File: src/rtl/seg_pkg.sv
// Shared constants, types and helpers for the seven-segment bus capture block.
package seg_pkg;

    // Active-low segment codes {dp,g,f,e,d,c,b,a}; dp is off (1) in every constant.
    localparam logic [7:0] SEG_0 = 8'hC0;
    localparam logic [7:0] SEG_1 = 8'hF9;
    localparam logic [7:0] SEG_2 = 8'hA4;
    localparam logic [7:0] SEG_3 = 8'hB0;
    localparam logic [7:0] SEG_4 = 8'h99;
    localparam logic [7:0] SEG_5 = 8'h92;
    localparam logic [7:0] SEG_6 = 8'h82;
    localparam logic [7:0] SEG_7 = 8'hF8;
    localparam logic [7:0] SEG_8 = 8'h80;
    localparam logic [7:0] SEG_9 = 8'h90;
    localparam logic [7:0] SEG_A = 8'h88;
    localparam logic [7:0] SEG_B = 8'h83;
    localparam logic [7:0] SEG_C = 8'hC6;
    localparam logic [7:0] SEG_D = 8'hA1;
    localparam logic [7:0] SEG_E = 8'h86;
    localparam logic [7:0] SEG_F = 8'h8E;

    localparam logic [5:0] SEL_STATIC = 6'h00;
    localparam logic [5:0] SEL_BLANK  = 6'h3F;

    typedef enum logic [1:0] {IDLE, FILTER, COMMIT, HOLD} state_t;

    typedef struct packed {
        logic [5:0] sel;
        logic [7:0] led;
    } seg_pair_t;

    // Active-low select to {valid, digit mask}: one low bit or static mode are legal.
    function automatic logic [6:0] sel_decode(input logic [5:0] sel);
        logic [6:0] res;
        res = 7'd0;
        if (sel == SEL_STATIC)
            res = {1'b1, 6'h3F};
        else if ($countones(~sel) == 1)
            res = {1'b1, ~sel};
        return res;
    endfunction

endpackage

File: src/rtl/seg_pattern_dec.sv
// Combinational 7-bit active-low segment pattern to hex nibble decoder.
module seg_pattern_dec
    import seg_pkg::*;
(
    input  logic [6:0] i_pat,
    output logic       o_valid,
    output logic [3:0] o_nibble
);

    // Exact match against the 16 hex glyphs; anything else is illegal.
    always_comb begin
        o_valid  = 1'b1;
        o_nibble = 4'h0;
        case (i_pat)
            SEG_0[6:0]: o_nibble = 4'h0;
            SEG_1[6:0]: o_nibble = 4'h1;
            SEG_2[6:0]: o_nibble = 4'h2;
            SEG_3[6:0]: o_nibble = 4'h3;
            SEG_4[6:0]: o_nibble = 4'h4;
            SEG_5[6:0]: o_nibble = 4'h5;
            SEG_6[6:0]: o_nibble = 4'h6;
            SEG_7[6:0]: o_nibble = 4'h7;
            SEG_8[6:0]: o_nibble = 4'h8;
            SEG_9[6:0]: o_nibble = 4'h9;
            SEG_A[6:0]: o_nibble = 4'hA;
            SEG_B[6:0]: o_nibble = 4'hB;
            SEG_C[6:0]: o_nibble = 4'hC;
            SEG_D[6:0]: o_nibble = 4'hD;
            SEG_E[6:0]: o_nibble = 4'hE;
            SEG_F[6:0]: o_nibble = 4'hF;
            default:    o_valid  = 1'b0;
        endcase
    end

endmodule

File: src/rtl/seg_led_capture.sv
// Seven-segment bus capture: filters the scanned (sel, led) bus, decodes each
// stable pattern and assembles a six-digit frame with per-digit dp.
// Optional build macro SEG_CAPTURE_ERR_CNT_EN adds a saturating err_cnt output.
module seg_led_capture
    import seg_pkg::*;
#(
    parameter int STABLE_CYCLES = 4,
    parameter int CNT_W         = 16
) (
    input  logic        sys_clk,
    input  logic        sys_rst,
    input  logic [5:0]  seg_sel,
    input  logic [7:0]  seg_led,
    output logic [23:0] data_out,
    output logic [5:0]  dp_out,
    output logic        data_valid,
    output logic        decode_err
`ifdef SEG_CAPTURE_ERR_CNT_EN
   ,output logic [7:0]  err_cnt
`endif
);

    seg_pair_t        r_sample, r_cand, w_cand_nx;
    state_t           r_state, w_state_nx;
    logic [CNT_W-1:0] r_cnt, w_cnt_nx;

    logic [5:0][3:0]  r_shadow, w_shadow_nx, r_data_out;
    logic [5:0]       r_dp_shadow, w_dp_nx, r_dp_out;
    logic [5:0]       r_seen, w_seen_nx;
    logic             r_data_valid, r_decode_err;

    logic             w_same, w_blank;
    logic             w_pat_valid;
    logic [3:0]       w_nibble;
    logic [6:0]       w_sel_info;
    logic [5:0]       w_mask;
    logic             w_commit_ok, w_commit_bad;

    // Single register stage on the bus; it is already in the sys_clk domain.
    always_ff @(posedge sys_clk or posedge sys_rst) begin
        if (sys_rst) r_sample <= '0;
        else         r_sample <= {seg_sel, seg_led};
    end

    // FSM state, candidate pair and stability counter.
    always_ff @(posedge sys_clk or posedge sys_rst) begin
        if (sys_rst) begin
            r_state <= IDLE;
            r_cand  <= '0;
            r_cnt   <= '0;
        end else begin
            r_state <= w_state_nx;
            r_cand  <= w_cand_nx;
            r_cnt   <= w_cnt_nx;
        end
    end

    assign w_same  = (r_sample == r_cand);
    assign w_blank = (r_sample.sel == SEL_BLANK);

    // Next state: a pair must stay put STABLE_CYCLES samples, then commits once.
    always_comb begin
        w_state_nx = r_state;
        w_cand_nx  = r_cand;
        w_cnt_nx   = r_cnt;
        case (r_state)
            IDLE: begin
                if (!w_blank) begin
                    w_cand_nx  = r_sample;
                    w_cnt_nx   = CNT_W'(1);
                    w_state_nx = FILTER;
                end
            end
            FILTER: begin
                if (!w_same) begin
                    if (w_blank) begin
                        w_state_nx = IDLE;
                    end else begin
                        w_cand_nx = r_sample;
                        w_cnt_nx  = CNT_W'(1);
                    end
                end else if (r_cnt == CNT_W'(STABLE_CYCLES - 1)) begin
                    w_state_nx = COMMIT;
                end else begin
                    w_cnt_nx = r_cnt + CNT_W'(1);
                end
            end
            COMMIT: w_state_nx = HOLD;
            HOLD: begin
                if (!w_same) begin
                    if (w_blank) begin
                        w_state_nx = IDLE;
                    end else begin
                        w_cand_nx  = r_sample;
                        w_cnt_nx   = CNT_W'(1);
                        w_state_nx = FILTER;
                    end
                end
            end
            default: w_state_nx = IDLE;
        endcase
    end

    seg_pattern_dec u_dec (
        .i_pat    (r_cand.led[6:0]),
        .o_valid  (w_pat_valid),
        .o_nibble (w_nibble)
    );

    assign w_sel_info   = sel_decode(r_cand.sel);
    assign w_mask       = w_sel_info[5:0];
    assign w_commit_ok  = (r_state == COMMIT) && w_pat_valid && w_sel_info[6];
    assign w_commit_bad = (r_state == COMMIT) && !(w_pat_valid && w_sel_info[6]);

    // Shadow and seen values after writing the candidate into every selected digit.
    always_comb begin
        w_shadow_nx = r_shadow;
        w_dp_nx     = r_dp_shadow;
        w_seen_nx   = r_seen | w_mask;
        for (int i = 0; i < 6; i++) begin
            if (w_mask[i]) begin
                w_shadow_nx[i] = w_nibble;
                w_dp_nx[i]     = ~r_cand.led[7];
            end
        end
    end

    // Commit into shadows; publish the frame on the same edge all six are seen.
    always_ff @(posedge sys_clk or posedge sys_rst) begin
        if (sys_rst) begin
            r_shadow     <= '0;
            r_dp_shadow  <= '0;
            r_seen       <= '0;
            r_data_out   <= '0;
            r_dp_out     <= '0;
            r_data_valid <= 1'b0;
            r_decode_err <= 1'b0;
        end else begin
            r_data_valid <= 1'b0;
            r_decode_err <= w_commit_bad;
            if (w_commit_ok) begin
                r_shadow    <= w_shadow_nx;
                r_dp_shadow <= w_dp_nx;
                if (w_seen_nx == 6'h3F) begin
                    r_data_out   <= w_shadow_nx;
                    r_dp_out     <= w_dp_nx;
                    r_data_valid <= 1'b1;
                    r_seen       <= '0;
                end else begin
                    r_seen <= w_seen_nx;
                end
            end
        end
    end

    assign data_out   = r_data_out;
    assign dp_out     = r_dp_out;
    assign data_valid = r_data_valid;
    assign decode_err = r_decode_err;

`ifdef SEG_CAPTURE_ERR_CNT_EN
    logic [7:0] r_err_cnt;

    // Saturating count of illegal commits.
    always_ff @(posedge sys_clk or posedge sys_rst) begin
        if (sys_rst)                               r_err_cnt <= '0;
        else if (r_decode_err && r_err_cnt != 8'hFF) r_err_cnt <= r_err_cnt + 8'd1;
    end

    assign err_cnt = r_err_cnt;
`endif

endmodule

File: config.mk
export PLATFORM = sky130hd
export DESIGN_NAME = seg_led_capture
export DESIGN_NICKNAME = d
export VERILOG_FILES = /design/src/rtl/seg_pkg.sv /design/src/rtl/seg_pattern_dec.sv /design/src/rtl/seg_led_capture.sv
export SDC_FILE = /design/constraint.sdc
export NUM_CORES = 1
export LEC_CHECK = 0
export CAP_MARGIN = 20
export CORE_ASPECT_RATIO = 0.5
export CORE_MARGIN = 3
export CORE_UTILIZATION = 52
export DETAILED_ROUTE_END_ITERATION = 8
export GPL_ROUTABILITY_DRIVEN = 0
export PLACE_DENSITY = 0.76
export SLEW_MARGIN = 10
export SYNTH_ARGS = -nofsm -noshare
export SYNTH_HDL_FRONTEND = slang
export SYNTH_SLANG_ARGS = --single-unit
File: constraint.sdc
create_clock -name sys_clk -period 4.2 [get_ports sys_clk]
set_clock_uncertainty 0.05 [all_clocks]
set_input_delay 1.05 -clock sys_clk [delete_from_list [all_inputs] [get_ports sys_clk]]
set_output_delay 1.05 -clock sys_clk [all_outputs]
set_load 0.01 [all_outputs]
==> results.json, run 1 <==
{
  "outcome": "finished clean",
  "slew_violations": 0,
  "seqPwrFrac_pct": 39.1,
  "first_pass_iters": 4,
  "boundaryPins": 48,
  "synthDistinctLibCells": 58,
  "nets": 553,
  "portBuffers": 47,
  "hp-class": "register to register",
  "yosysSeqAreaShare_pct": 50.1,
  "rows": 26,
  "ys_seq_elements": 114,
  "cts_root_buf": "clkbuf_16",
  "post-route-period-util_pct": 96.5,
  "cts_made_buffers": 17,
  "wl_um": 12000,
  "hold_viol_final": 0,
  "postCtsSetupBuffers": 0,
  "p_leak_nw": 3.19,
  "slew_headroom_pct": 31.6,
  "topRoutingLayerUsed": "met4",
  "wl_met1_um": 5690,
  "dp_cells": 651,
  "postSynthCellCount": 479,
  "switching_share_pct": 23.3,
  "clkTransAtPathRegs_ns": 0.06,
  "drive_above_1_share_pct": 27.2,
  "ir_drop_uv": 263,
  "synth.largest_area_cell": "dfrtp_1",
  "yosys.area.top_type_share_pct": 50.1,
  "netlist_area_sq_um": 5690,
  "dp_hpwl_um": 7340,
  "clock_sinks": 114,
  "route.met2.wl_um": 5810,
  "vias": 3807,
  "core-area_sq_um": 10400,
  "p_per_area_nw_per_um2": 418,
  "instances_no_fill": 684,
  "grt.overflow.total": 0,
  "arrival_ns": 4.30,
  "clkLatencyLatePin_ns": 0.41,
  "syn_to_final_growth_pct": 22.7,
  "yosysMostFrequentCell": "dfrtp_1",
  "grt_use_total_pct": 20.8,
  "fin_crit_ns": 4.06,
  "synth_flop_cell": "dfrtp_1",
  "clockBufferDepth": 2,
  "grt_max_degree": 69,
  "setup_viol_count_final": 0,
  "ant_nets": 0,
  "clock_power_share_pct": 54.0,
  "first_global_vias": 3990,
  "crit_path_start_kind": "register",
  "p_sw_mw": 0.679,
  "synthArstFlopShare_pct": 100,
  "drt_iter0_drc": 328,
  "yosysWarnings": 0,
  "maxCapViolations": 0,
  "drc": 0,
  "setup_slack_ns": 0.145,
  "synthTopCellsByArea": "dfrtp_1 (50%), mux2_2 (12%), mux2_4 (5.3%)",
  "path_class": "register to register",
  "synth_edf_count": 0,
  "vias_per_cell": 5.57,
  "tightest_slew_ns": 1.02,
  "antenna_found_initial": 0,
  "p_int_mw": 2.24,
  "cts_tree": "built",
  "wl_per_cell_um": 17.6,
  "dp_slack_ns": 0.000254,
  "synth_commonest_cells": "dfrtp_1 (114), mux2_2 (63), nor2_1 (28), nand2_1 (25), mux2_4 (20)",
  "clock.fmax_ghz": 0.247,
  "grt_pass1_wl_um": 20200,
  "dieArea_sq_um": 12300,
  "syn_avg_cell_area_sq_um": 11.9,
  "die_y_um": 80.0,
  "initial_core_util_pct": 54.5,
  "worstPathRequired_ns": 4.44,
  "diodes": 0,
  "pwr-share-comb_pct": 6.8,
  "path_max_fanout": 19,
  "die_w_um": 154,
  "synth_nets": 501,
  "routed-wl-met3_um": 374,
  "htreeDepth": 4,
  "cp-end-kind": "register"
}
## what timing repair did
| action | CTS | global route |
|---|---|---|
| cloned | 0 | 1 |
| resized for setup | 1 | 2 |
| hold buffers | 0 | 0 |
| setup endpoints to repair | 6 | 25 |
## final timing paths
check | slack (ns) | cells after the start | from | end
worst min register to register | 0.44 | 1 | dp_out[5]$_DFFE_PP0P_ | dp_out[5]$_DFFE_PP0P_
worst max register to register | 0.14 | 12 | r_cand[8]$_DFFE_PP0P_ | data_out[10]$_DFFE_PP0P_
min in group asynchronous | 1.02 | 2 | sys_rst | decode_err$_DFF_PP0_
worst max-delay path | 0.14 | 12 | r_cand[8]$_DFFE_PP0P_ | data_out[10]$_DFFE_PP0P_
worst min-delay path | 0.44 | 1 | dp_out[5]$_DFFE_PP0P_ | dp_out[5]$_DFFE_PP0P_
max in group asynchronous | 2.32 | 3 | sys_rst | r_shadow[11]$_DFFE_PP0N_
## critical path, cell delays in order (launching register included)
cell	delay, ns
dfrtp_1	0.41
fa_1	0.55
inv_1	0.05
fa_1	0.44
ha_1	0.20
fa_1	0.47
or3b_4	0.48
o21ai_2	0.10
nand2_1	0.11
a31oi_1	0.26
and3_4	0.28
buf_12	0.19
mux2_2	0.35
## cell usage in the layout (no fill, tap or decap), types with 10 or more instances in the layout
cell type / instances
a21oi_1: 16
buf_4: 13
clkbuf_16: 18
clkdlybuf4s50_1: 47
dfrtp_1: 114
inv_1: 17
mux2_2: 63
mux2_4: 20
mux2i_1: 10
nand2_1: 25
nor2_1: 28
o21ai_0: 19
xnor2_1: 16
## registers in the layout, summed over array words and instances (netlist names), named ones only
| signal | cells |
|---|---|
| data_out | 24 |
| data_valid | 1 |
| decode_err | 1 |
| dp_out | 6 |
| r_cand | 14 |
| r_cnt | 16 |
| r_dp_shadow | 6 |
| r_sample | 14 |
| r_seen | 6 |
| r_shadow | 24 |
| r_state | 1 |
## metrics by stage
| step | TNS, ns | utilization [%] | hold slack [ns] | power, mW | instance area [sq um] |
|---|---|---|---|---|---|
| finish | 0 | 66.8 | 0.443 | 2.92 | 6980 |
| global route | -0.000483 | 66.8 | 0.469 | 3.02 | 6980 |
| CTS | 0 | 66.5 | 0.447 | 2.94 | 6950 |
| detailed placement | 0 | 60.3 | 0.438 | 1.35 | 6300 |
| global placement | 0 | 60.3 | 0.422 | 1.35 | 6300 |
| floorplan | 0 | - | 0.406 | 1.29 | 5690 |
## area by class of cell
type,instances,area (sq um)
clock inverter,13,195
clock buffer,19,453
sequential,114,2850
tap,140,175
inverter,18,70.1
timing repair buffer,63,633
fill,765,3460
multi-input combinational,317,2600
## routing by layer
layer	up-vias	global-route usage (%)
met5	-	0
met4	0	7.05
met3	17	4.28
met2	80	33.2
met1	1899	28.5
li1	1811	-
## power by group through the flow
stage | logic (mW) | registers (mW) | clock network [mW]
floorplan | 0.148 | 1.14 | 0
global placement | 0.191 | 1.16 | 0
detailed placement | 0.194 | 1.16 | 0
CTS | 0.201 | 1.14 | 1.59
global route | 0.221 | 1.14 | 1.66
finish | 0.199 | 1.14 | 1.58
## cells by family (layout without fill, tap and decap cells)
family | Yosys count | count (layout) | share of synthesized area [%]
multiplexers | 96 | 96 | 20.1
adder cells (fa/ha/maj) | 6 | 6 | 1.72
flip-flops | 114 | 114 | 50.1
AND/OR/NAND/NOR | 121 | 121 | 11.4
XOR/XNOR | 16 | 16 | 2.46
AO/OA/AOI/OAI | 78 | 78 | 9.79
buffers and inverters | 48 | 113 | 4.42
No activity file was read; power rests on OpenSTA's default activity.
==> run 2: changes to the inputs <==
CORE_UTILIZATION = 55   (was 52)
clock period = 4.5 ns   (was 4.2 ns; I/O delays follow)
==> results.json, run 2 (synthesis results as in run 1) <==
{
  "core-area_sq_um": 9760,
  "vias_per_cell": 5.62,
  "p_leak_nw": 3.15,
  "diodes": 0,
  "wl_um": 11500,
  "boundaryPins": 48,
  "path_class": "register to register",
  "ir_drop_uv": 215,
  "setup.reg_to_reg.worst_slack_ns": 0.23,
  "wl_per_cell_um": 17.1,
  "tns_ns": 0,
  "clkLatencyLatePin_ns": 0.41,
  "setup_viol_count_final": 0,
  "clock_sinks": 114,
  "vias": 3796,
  "die_w_um": 150,
  "power_mw": 2.57,
  "grt.overflow.total": 0,
  "hold_viol_final": 0,
  "final_area_sq_um": 6860,
  "final_cell_mix": "dfrtp_1 (114), mux2_2 (63), clkdlybuf4s50_1 (47), nor2_1 (28), nand2_1 (25)",
  "grt_setup_unrepaired": "no",
  "cp-end-kind": "register",
  "layout_commonest_cell": "dfrtp_1",
  "syn_to_final_growth_pct": 20.5,
  "n_fill_cell": 726,
  "arrival_ns": 4.51,
  "whs_ns": 0.448,
  "htreeDepth": 4,
  "grt_max_degree": 65,
  "first_global_vias": 3965,
  "path_max_fanout": 20,
  "clockBufferDepth": 2,
  "first_pass_iters": 4,
  "dieArea_sq_um": 11700,
  "dp_cells": 645,
  "ant_nets": 0,
  "cts_tree": "built",
  "portBuffers": 47,
  "slew_headroom_pct": 35.6,
  "cts_root_buf": "clkbuf_16",
  "grt_pass1_wl_um": 20100,
  "die_y_um": 77.9,
  "dp_hpwl_um": 7650,
  "nets": 551,
  "p_per_area_nw_per_um2": 375,
  "hp-class": "register to register",
  "maxCapViolations": 0,
  "clkTransAtPathRegs_ns": 0.05,
  "tightest_slew_ns": 0.963,
  "ctsHoldBuffers": 0,
  "slew_violations": 0,
  "instances_no_fill": 676,
  "rows": 25,
  "post_cts_resize_count": 0,
  "grt_use_total_pct": 21.9,
  "crit_path_start_kind": "register",
  "initial_core_util_pct": 58.3,
  "fin_crit_ns": 4.27,
  "clock.fmax_ghz": 0.234,
  "place_area_sq_um": 6270,
  "outcome": "finished clean",
  "drt_iter0_drc": 208,
  "postCtsSetupBuffers": 0,
  "worstPathRequired_ns": 4.74,
  "drive_above_1_share_pct": 26.6,
  "post-route-period-util_pct": 94.9,
  "antenna_found_initial": 0,
  "drc": 0,
  "cts_made_buffers": 17
}
[run 2: cell types whose count changed in the layout (fill, tap and decap cells not counted), sizes merged]
cell      before  now
clkbuf        20   19
clkinv         1    7
inv           23   19
clkinvlp       3    2
bufinv         4    2
buf           15   14
[run 2: cell type report]
type                       instances  area (sq um)  share of cell area, %
inverter                          18          70.1                   1.02
tap                              135           169                   2.46
clock buffer                      19           453                   6.60
timing repair buffer              61           588                   8.58
sequential                       114          2850                   41.6
multi-input combinational        317          2590                   37.8
clock inverter                    12           134                   1.95
[run 2: through the flow]
step | utilization, % | worst slack [ns]
after floorplan | - | 0.309
after global placement | 64.3 | 0.324
after detailed placement | 64.3 | 0.257
after CTS | 70.3 | 0.239
after global routing | 70.3 | 0.0569
final | 70.3 | 0.231
[run 2: worst max-delay path, stage by stage, from the launching register on]
cell and delay (ns):
dfrtp_1 0.45, fa_1 0.55, inv_1 0.05, fa_1 0.44, ha_1 0.20, fa_1 0.45, or3b_2 0.59, o21ai_2 0.12
nand2_1 0.10, a31oi_1 0.23, and3_2 0.23, buf_4 0.31, mux2_2 0.37
[run 2: report_power, final]
| group | total (mW) | switching, mW | leakage, nW | internal [mW] |
|---|---|---|---|---|
| Clock | 1.33 | 0.485 | 0.285 | 0.842 |
| Combinational | 0.178 | 0.0965 | 1.35 | 0.0811 |
| Sequential | 1.07 | 0.0277 | 1.52 | 1.04 |
| Total | 2.57 | 0.610 | 3.15 | 1.96 |
[run 2: final timing paths]
check                      depth (start not counted)                       end                   from
max reg2reg                                       12  data_out[10]$_DFFE_PP0P_  r_cand[8]$_DFFE_PP0P_
max in group asynchronous                          3  data_out[20]$_DFFE_PP0P_                sys_rst
min reg2reg                                        1     dp_out[5]$_DFFE_PP0P_  dp_out[5]$_DFFE_PP0P_
min in group asynchronous                          2  data_out[16]$_DFFE_PP0P_                sys_rst
min                                                1     dp_out[5]$_DFFE_PP0P_  dp_out[5]$_DFFE_PP0P_
max                                               12  data_out[10]$_DFFE_PP0P_  r_cand[8]$_DFFE_PP0P_
[run 2: metal layers]
metal | up-vias | routed length (um) | GRT usage, %
met3 | 12 | 405 | 5.78
li1 | 1809 | - | -
met5 | - | 0 | 0
met1 | 1896 | 5660 | 31.4
met2 | 79 | 5370 | 32.8
met4 | 0 | 109 | 6.48
==> run 3: changes to the inputs <==
HOLD_SLACK_MARGIN = 0.1   (was unset)
==> results of run 3 <==
Same layout as run 2: the final DEF is identical, and so are final timing and power.
